File: src/rtl/cdb_fair_arbiter.sv
// cdb_fair_arbiter: shares N CDB ports among NUM_REQ requesters with urgent-first, rotating-priority selection.
// Optional perf counters are built only when CDB_ARB_PERF_EN is defined.
module cdb_fair_arbiter #(
   parameter int NUM_REQ      = 6,
   parameter int N            = 3,
   parameter int STARVE_LIMIT = 4,
   parameter int ROTATE       = 1
) (
   input  logic                      clock,
   input  logic                      reset,
   input  logic [NUM_REQ-1:0]        req,
   output logic [NUM_REQ-1:0]        gnt,
   output logic [N-1:0][NUM_REQ-1:0] gnt_bus,
   output logic [NUM_REQ-1:0]        urgent,
   output logic [31:0]               perf_grants,
   output logic [31:0]               perf_starve
);
   localparam int AW = $clog2(STARVE_LIMIT + 1);
   localparam int PW = $clog2(NUM_REQ);
   logic [AW-1:0]             age [NUM_REQ];
   logic [PW-1:0]             rr_ptr, rr_nxt;
   logic [N-1:0][NUM_REQ-1:0] port;
   int                        cnt, start, idx;
   always_comb begin
      urgent = '0;
      port   = '0;
      gnt    = '0;
      rr_nxt = rr_ptr;
      cnt    = 0;
      idx    = 0;
      start  = ROTATE != 0 ? int'(rr_ptr) : 0;
      for (int i = 0; i < NUM_REQ; i++)
         urgent[i] = !reset && req[i] && age[i] == AW'(STARVE_LIMIT);
      for (int i = 0; i < NUM_REQ; i++)
         if (urgent[i] && cnt < N) begin
            for (int k = 0; k < N; k++)
               if (cnt == k) port[k][i] = 1'b1;
            cnt = cnt + 1;
         end
      // second pass walks from the pointer; only one i matches each position j
      for (int j = 0; j < NUM_REQ; j++) begin
         idx = (start + j) % NUM_REQ;
         for (int i = 0; i < NUM_REQ; i++)
            if (i == idx && !reset && req[i] && !urgent[i] && cnt < N) begin
               for (int k = 0; k < N; k++)
                  if (cnt == k) port[k][i] = 1'b1;
               rr_nxt = PW'((i + 1) % NUM_REQ);
               cnt = cnt + 1;
            end
      end
      for (int k = 0; k < N; k++)
         gnt = gnt | port[k];
   end
   always_ff @(posedge clock) begin
      if (reset) begin
         for (int i = 0; i < NUM_REQ; i++)
            age[i] <= '0;
         rr_ptr  <= '0;
         gnt_bus <= '0;
      end else begin
         for (int i = 0; i < NUM_REQ; i++)
            age[i] <= (req[i] && !gnt[i]) ? (age[i] == AW'(STARVE_LIMIT) ? age[i] : age[i] + 1'b1) : '0;
         rr_ptr  <= rr_nxt;
         gnt_bus <= port;
      end
   end
`ifdef CDB_ARB_PERF_EN
   always_ff @(posedge clock) begin
      if (reset) begin
         perf_grants <= '0;
         perf_starve <= '0;
      end else begin
         perf_grants <= perf_grants + 32'($countones(gnt));
         perf_starve <= perf_starve + {31'b0, |urgent};
      end
   end
`else
   assign perf_grants = '0;
   assign perf_starve = '0;
`endif
endmodule

File: config.mk
export PLATFORM = sky130hd
export DESIGN_NAME = cdb_fair_arbiter
export DESIGN_NICKNAME = d
export VERILOG_FILES = /design/src/rtl/cdb_fair_arbiter.sv
export SDC_FILE = /design/constraint.sdc
export NUM_CORES = 1
export LEC_CHECK = 0
export CAP_MARGIN = 20
export CORE_UTILIZATION = 30
export DETAILED_ROUTE_END_ITERATION = 8
export GPL_ROUTABILITY_DRIVEN = 0
export PLACE_DENSITY_LB_ADDON = 0.1
export SLEW_MARGIN = 15
export SYNTH_ARGS = -nofsm -noshare
export SYNTH_HDL_FRONTEND = slang
export SYNTH_SLANG_ARGS = --single-unit
File: constraint.sdc
create_clock -name clock -period 82 [get_ports clock]
set_clock_uncertainty 0.15 [all_clocks]
set_input_delay 16.4 -clock clock [delete_from_list [all_inputs] [get_ports clock]]
set_output_delay 16.4 -clock clock [all_outputs]
set_load 0.02 [all_outputs]
# --- After elaboration in Yosys (flattened, before gate mapping) ---
# Memory sizes are Yosys's and may differ from the RTL's.
# Cells that the tools add are included.
totals:
  regBits: 21
  ramBits: 18
  input_bits: 8
  out_inout_bits: 94
  word_cells: 805
  memories: 1
mem_list:
  columns: ["name", "words", "word_bits", "rd", "rd_clocked_by_memory_dff", "write_ports", "line_no", "source"]
  rows:
  - ["age", 6, 3, 6, 0, 6, "20", "logic [AW-1:0] age [NUM_REQ];"]
op_classes:
  n_addsub: 51
  div_mod_pow: 6
  magnitude_cmp: 41
  n_eq_ne: 118
  mux: 344
  bitwise_logic: 8
  n_reduce_logical: 231
op_table:
  columns: ["cell", "count"]
  rows:
  - ["$logic_not A32 Y1", 47]
  - ["$eq A32 B2 Y1 const B", 41]
  - ["$eq A32 B3 Y1 const B", 41]
  - ["$lt A32 B3 Y1 const B", 41]
  - ["$add A32 B2 Y32 const B", 40]
  - ["$mux W32", 40]
  - ["$eq A3 B32 Y1 const A", 12]
  - ["$eq A4 B32 Y1 const A", 12]
  - ["$mux W1", 251]
  - ["$eq A2 B32 Y1 const A", 6]
  - ["$logic_and A1 B1 Y1", 167]
  - ["$mod A32 B4 Y32 const B", 5]
  - ["$mux W3", 53]
  - ["$reduce_bool A35 Y1", 1]
  - ["$reduce_bool A33 Y1", 1]
  - ["$mod A4 B4 Y32 const B", 1]
  - ["$add A3 B1 Y3 const B", 6]
  - ["$eq A3 B3 Y1 const B", 6]
  - ["$logic_not A1 Y1", 13]
  - ["$or A6 B6 Y6", 2]
  - ["$add A3 B2 Y4 const B", 2]
  - ["$add A3 B3 Y4 const B", 2]
  - ["$or A1 B1 Y1", 6]
  - ["$add A3 B1 Y4 const B", 1]
  - ["other kinds (2)", 2]

# --- Logic depth before layout (Yosys ltp) ---
# Gate-level depths: netlist of the first run.
logic_depth:
  word_depth: 133
  ltp_mapped: 223
  depth_no_buf: 215

# --- Least setup slack after synthesis of the first run ---
# No wires, ideal clock.
synth_timing:
  kind: "input port to output port"
  startpoint: "input port reset"
  endpoint: "output port gnt[5]"
  arrival_ps: 63072
  t_required_ps: 65450
  path_slack_ps: 2378
  path_stages: 212
  path_buffers: 9
  path_cell_list: "nand2b_1 nor2_1 inv_1 ha_1 a21bo_2 mux2i_2 or2_2 ha_1 nand4_1 o21ai_0 or4b_1 nand2_1 inv_1 ha_1 nor3_1 nand2_1 a2111oi_2 nor2_1 [176 not listed] o221ai_1 a21oi_1 nand2b_1 ha_1 nor2_1 o21ai_0 nand3_1 xnor2_1 inv_1 ha_1 nor3b_1 or2_2 a21oi_1 a222oi_1 o21ai_0 a21oi_1 a21oi_2 or2_2"
synth_via:
  elab_chain_cells: 129
  elab_cells_between_ends: 355
  classes_between: "40 x add/sub; 41 x order compare; 14 x eq/ne; 83 x mux; 2 x bitwise; 175 x reduce/logical"
synth_lines:
  columns: ["element", "line_no", "source"]
  rows:
  - ["from (decl)", "10", "input logic reset,"]
  - ["$logic_not A1 Y1 *", "33", "urgent[i] = !reset && req[i] && age[i] == AW'(STARVE_LIMIT);"]
  - ["$logic_and A1 B1 Y1 * (2 in series)", "33", null]
  - ["named net urgent[0]", "14", "output logic [NUM_REQ-1:0] urgent,"]
  - ["$mux W1", "35", "if (urgent[i] && cnt < N) begin"]
  - ["$lt A32 B3 Y1", "35", null]
  - ["$logic_and A1 B1 Y1", "35", null]
  - ["$mux W32", "35", null]
  - ["$lt A32 B3 Y1", "35", null]
  - ["[113 not listed]", null, null]
  - ["$lt A32 B3 Y1", "44", "if (i == idx && !reset && req[i] && !urgent[i] && cnt < N) begin"]
  - ["$logic_and A1 B1 Y1", "44", null]
  - ["$mux W32", "44", null]
  - ["$lt A32 B3 Y1 (tied with other cells)", "44", null]
  - ["$logic_and A1 B1 Y1 / $mux W1 (equally long branches)", "44, 46", null]
  - ["$mux W1", "44", null]
  - ["$or A6 B6 Y6", "52", "gnt = gnt | port[k];"]
  - ["$or A6 B6 Y6 *", "52", null]
  - ["to (decl)", "12", "output logic [NUM_REQ-1:0] gnt,"]
# The timed path passes the listed nets; every way through them passes the cells marked *.

# --- Worst setup path in the final report of the first run ---
layout_timing:
  startpoint: "input port req[1]"
  endpoint: "output port gnt[5]"
layout_via:
  elab_chain_cells: 126
  elab_cells_between_ends: 240
  classes_between: "39 x add/sub; 40 x order compare; 14 x eq/ne; 82 x mux; 2 x bitwise; 63 x reduce/logical"
layout_lines:
  columns: ["element", "line_no", "source"]
  rows:
  - ["from (decl)", "11", "input logic [NUM_REQ-1:0] req,"]
  - ["$logic_and A1 B1 Y1 (2 in series)", "33", null]
  - ["$logic_and A1 B1 Y1", "35", null]
  - ["$mux W32", "35", null]
  - ["$lt A32 B3 Y1", "35", null]
  - ["$logic_and A1 B1 Y1", "35", null]
  - ["$mux W32", "35", null]
  - ["$lt A32 B3 Y1", "35", null]
  - ["$logic_and A1 B1 Y1", "35", null]
  - ["[109 not listed]", null, null]
  - ["$lt A32 B3 Y1", "44", null]
  - ["$logic_and A1 B1 Y1", "44", null]
  - ["$mux W32", "44", null]
  - ["$lt A32 B3 Y1 (tied with other cells)", "44", null]
  - ["$logic_and A1 B1 Y1 / $mux W1 (equally long branches)", "44, 46", null]
  - ["$mux W1", "44", null]
  - ["$or A6 B6 Y6", "52", null]
  - ["$or A6 B6 Y6 *", "52", null]
# Every way passes the cells marked *; elsewhere a longest branch is shown, timed or not.

==> qor.yml, run 1 <==
status: "complete, no violations"
slowest_delay_ns: 0.62
dr.pass1.iters: 5
root_buffer: "clkbuf_16"
grt_max_degree: 20
cts_made_buffers: 5
timing.rr.start: "age[0][0]$_SDFFE_PP0P_"
dp.cells: 1525
top_level_ports: 102
wl_um: 31400
gr-total-overflow: 0
cp_slowest_cell: "or4b_1"
async_reset_ff_frac: 0
hold_violations: 0
drtIter0Drc: 751
wl_per_cell_um: 20.5
grt_pass1_wl_um: 46000
fin_cells: 1537
worstSkewPairLatency_ns: 0.31
netlist_instances: 1060
synthesis.area_um2: 8330
hold_buffers: 0
fill_cells: 2880
dieWidth_um: 169
synth_edf_count: 0
gr-usage-met1: 0.307
syn_to_final_growth_pct: 18.2
most-common-layout-cells: "ha_1, inv_1, buf_4, nand2_1, conb_1"
rows: 60
yosys_warnings: 0
synth.avg_cell_area_um2: 7.86
htreeDepth: 2
path_class: "primary input to primary output"
worstMarginPinSlew_ns: 0.869
critPathCaptureType: "primary output"
min_to: "age[2][1]$_SDFFE_PP0P_"
cts_tree: "yes"
port_buffers: 37
start_util: 0.307
crit_arrival_ns: 62.52
die-area_um2: 28400
coreArea_um2: 27100
hp-class: "flip-flop to flip-flop"
antenna_found_initial: 0
diodes: 0
synth-main-ff-cell: "dfxtp_1"
ys_types: 89
ant_nets: 0
use_met3: 0.0206
reg2reg_depth: 218
vias: 7920
busiest_layer: "met2"
fin_crit_sh: 0.964
path_max_fanout: 8
regArea_um2: 781
r2r-end: "rr_ptr[2]$_SDFFE_PP0P_"
grt_use_met2: 0.356
clkTransAtPathRegs_ns: 0.08
fin_nets: 1352
multi_input_area_um2: 7000
layout_commonest_cell: "ha_1"
cpMostUsedCell: "ha_1"
setup_viol: 0
crit_path_start_kind: "primary input"
drive_above_1_share: 0.144
cts_buffer_depth: 2
min-delay-start: "age[2][1]$_SDFFE_PP0P_"
grt_pass1_vias: 7353
finalMaxSlewViolations: 0
r2r_slack_ns: 35.96
cap_violations: 0
critical_path_required_ns: 65.45
period_minus_slack_ns: 79.07
yosysSeqAreaShare: 0.0937
via_per_inst: 5.15
die_h_um: 169
ys_ff_latch: 39
min_path_cells: 2
holdWs_ns: 0.323
clock_sink_count: 39
route.detailed.drc: 0
fmax_ghz: 0.0126
grt_util_all_layers: 0.219
max_slew_margin: 0.415
dp_hpwl_um: 26400
[cell usage after synthesis, types with 10 or more instances]
master / number / area share
ha_1: 179 / 0.27
nor2_1: 55 / 0.025
a21oi_1: 32 / 0.019
nand3_1: 25 / 0.015
nand2b_1: 19 / 0.014
clkbuf_1: 19 / 0.0086
nor4_1: 26 / 0.020
or2_2: 13 / 0.0098
a221oi_1: 14 / 0.015
dfxtp_1: 39 / 0.094
buf_4: 65 / 0.059
mux2i_1: 12 / 0.014
a221o_1: 20 / 0.024
a22oi_1: 10 / 0.0090
a211oi_1: 10 / 0.0090
nand2_1: 73 / 0.033
inv_1: 102 / 0.046
o21ai_0: 27 / 0.016
xor2_1: 15 / 0.016
nor3_1: 49 / 0.029
xnor2_1: 37 / 0.039
or3_1: 16 / 0.012
[area by class of cell]
class                           instances  area share
Sequential cell                        39      0.0793
Timing Repair Buffer                  124       0.104
Clock inverter                          3     0.00470
Multi-Input combinational cell        888       0.711
Tap cell                              372      0.0473
Inverter                              106      0.0409
Clock buffer                            5      0.0127
[registers in the layout, summed over array words and instances, names as in the netlist]
signal	count
age	18
rr_ptr	3
gnt_bus	18
[worst max-delay path, delay by kind of cell]
family / cells / cell delay [ns]
compound gates: 43 / 9.14
xor+xnor: 18 / 3.90
fa+ha+maj: 37 / 7.89
buf+inv: 34 / 5.08
mux: 4 / 1.19
simple gates: 80 / 18.90
[per-stage QoR]
step           TNS, ns  area, um2   util  setup slack (ns)
2_1_floorplan        0       8570      -              2.38
3_3_place_gp         0       9440  0.348              1.01
3_5_place_dp         0       9440  0.348              1.13
4_1_cts              0       9610  0.355             0.815
5_1_grt         -0.143       9850  0.363            -0.143
6_report             0       9850  0.363              2.93
[cell families after synthesis]
group / Yosys count / share of synthesized area
compound gates: 220 / 0.201
other cells: 2 / 0.000902
buf+inv: 196 / 0.120
xor+xnor: 57 / 0.0661
fa+ha+maj: 180 / 0.271
mux: 20 / 0.0255
simple gates: 346 / 0.222
flops: 39 / 0.0937
[timing repair]
item | 4_1_cts | 5_1_grt
hold endpoints to repair | 0 | 0
gates resized for setup | 0 | 40
setup endpoints to repair | 0 | 4
setup buffers | 0 | 4
[worst max-delay path by stage]
stage	from	end	slack, ns	depth (start not counted)
after floorplan	reset	gnt[5]	2.38	212
after global placement	reset	gnt[5]	1.01	213
after detailed placement	reset	gnt[5]	1.13	210
after CTS	reset	gnt[5]	0.81	211
after global routing	req[1]	gnt[5]	-0.14	214
final	req[1]	gnt[5]	2.93	216
[routing by layer]
layer | wire, um | vias up
li1 | - | 3890
met1 | 15100 | 3759
met2 | 14200 | 237
met3 | 1430 | 34
met4 | 738 | 0
met5 | 0 | -
Power of run 1 is left out: the tool's default activity adds up to more than one toggle a clock period on the data nets, which glitch-free logic cannot reach.
==> run 2, diff against run 1 <==
--- a/config.mk
+++ b/config.mk
@@ -6,6 +6,7 @@
 export NUM_CORES = 1
 export LEC_CHECK = 0
 export CAP_MARGIN = 20
+export CORE_ASPECT_RATIO = 0.8
 export CORE_UTILIZATION = 30
 export DETAILED_ROUTE_END_ITERATION = 8
 export GPL_ROUTABILITY_DRIVEN = 0
==> run 2 against run 1 <==
- cell area rose by 0.81%
- worst setup slack better by 0.14 ns
- sequential cell count unchanged
- critical endpoint unchanged
- largest cell class unchanged
- highest routed layer unchanged
==> qor.yml, run 2 (synthesized netlist as in run 1, its figures left out) <==
status: "complete, no violations"
die-area_um2: 28400
worstMarginPinSlew_ns: 0.930
dp.cells: 1515
rows: 54
crit_path_start_kind: "primary input"
fin_crit_sh: 0.963
finalMaxSlewViolations: 0
timing.rr.start: "age[0][0]$_SDFFE_PP0P_"
most-common-layout-cells: "ha_1, inv_1, buf_4, nand2_1, conb_1"
hp-class: "flip-flop to flip-flop"
fin_cells: 1535
cp_slowest_cell: "or4_1"
wl_per_cell_um: 20.7
cpMostUsedCell: "ha_1"
slowest_delay_ns: 0.60
grt_pass1_wl_um: 45900
critPathTopFamily: "simple AND/OR/NAND/NOR gates"
path_class: "primary input to primary output"
fmax_ghz: 0.0127
wl_um: 31700
critPathBufInv: 38
fin_nets: 1358
clkTransAtPathRegs_ns: 0.06
reg2reg_depth: 223
r2r_slack_ns: 36.47
antenna_found_initial: 0
critPathCaptureType: "primary output"
top_level_ports: 102
period_minus_slack_ns: 78.93
ant_nets: 0
vias: 7954
cap_violations: 0
syn_to_final_growth_pct: 19.2
layout_commonest_cell: "ha_1"
cts_made_buffers: 5
grt_pass1_vias: 7179
worst_slack_ns: 3.07
dr.pass1.iters: 5
htreeDepth: 2
pre_cts_ws_ns: 0.315
root_buffer: "clkbuf_16"
dieWidth_um: 188
setup_viol: 0
clock_sink_count: 39
cts_buffer_depth: 2
gr-total-overflow: 0
fill_cells: 2919
reg_top3: "age (18), gnt_bus (18), rr_ptr (3)"
coreArea_um2: 27300
min-delay-start: "age[2][1]$_SDFFE_PP0P_"
critical_path_required_ns: 65.45
grt_util_all_layers: 0.221
hold_violations: 0
die_h_um: 151
post-route-util: 0.364
min_to: "age[2][1]$_SDFFE_PP0P_"
cts_tree: "yes"
worstSkewPairLatency_ns: 0.32
min_path_cells: 2
path_max_fanout: 12
route.detailed.drc: 0
r2r-end: "age[5][1]$_SDFFE_PP0P_"
drive_above_1_share: 0.157
grt_max_degree: 22
port_buffers: 37
via_per_inst: 5.18
start_util: 0.305
crit_arrival_ns: 62.38
drtIter0Drc: 720
dp_hpwl_um: 26800
diodes: 0
max_slew_margin: 0.364
[run 2: cell count changes in the layout (fill, tap and decap cells not counted), sizes merged]
cell | previous run | this run
inv | 107 | 106
dlymetal6s2s | 1 | 0
clkinvlp | 1 | 0
buf | 87 | 93
clkinv | 0 | 2
clkdlybuf4s50 | 36 | 37
[run 2: cell type report]
type,instances,area (um2),area share
tap,364,455,0.0459
sequential,39,781,0.0787
multi-input combinational,888,7050,0.710
clock inverter,3,43.8,0.00441
clock buffer,5,125,0.0126
inverter,106,403,0.0406
timing repair buffer,130,1070,0.108
[run 2: worst min-delay path, delay by kind of cell, from the launching register on]
kind	cells	cell delay (ns)
flip-flops	1	0.32
AND/OR/NAND/NOR	1	0.06
AO/OA/AOI/OAI	1	0.05
[run 2: what timing repair did]
item | 4_1_cts | 5_1_grt
gates resized for setup | 0 | 51
endpoints found under the setup margin | 0 | 4
hold buffers | 0 | 0
setup buffers | 0 | 12
[run 2: through the flow]
step	cell area [um2]	hold WS, ns	setup TNS [ns]
3_5_place_dp	9420	0.318	0
4_1_cts	9590	0.327	0
3_3_place_gp	9420	0.316	0
2_1_floorplan	8570	0.295	0
6_report	9930	0.323	0
5_1_grt	9930	0.349	-0.214
[run 2: per-layer routing]
metal,vias to the layer above,global-route usage,part of all wire
li1,3908,-,-
met1,3737,0.321,0.49
met2,275,0.317,0.40
met3,34,0.0586,0.085
met4,0,0.0625,0.024
met5,-,0,0
[run 2: how the worst max path moves through the flow]
stage	startpoint	end	slack (ns)	cells after the start
2_1_floorplan	reset	gnt[5]	2.38	212
3_3_place_gp	reset	gnt[5]	0.55	217
3_5_place_dp	reset	gnt[5]	0.32	217
4_1_cts	reset	gnt[5]	0.09	217
5_1_grt	reset	gnt[5]	-0.21	220
6_report	reset	gnt[5]	3.07	223
Power of run 2 is left out for the same reason.
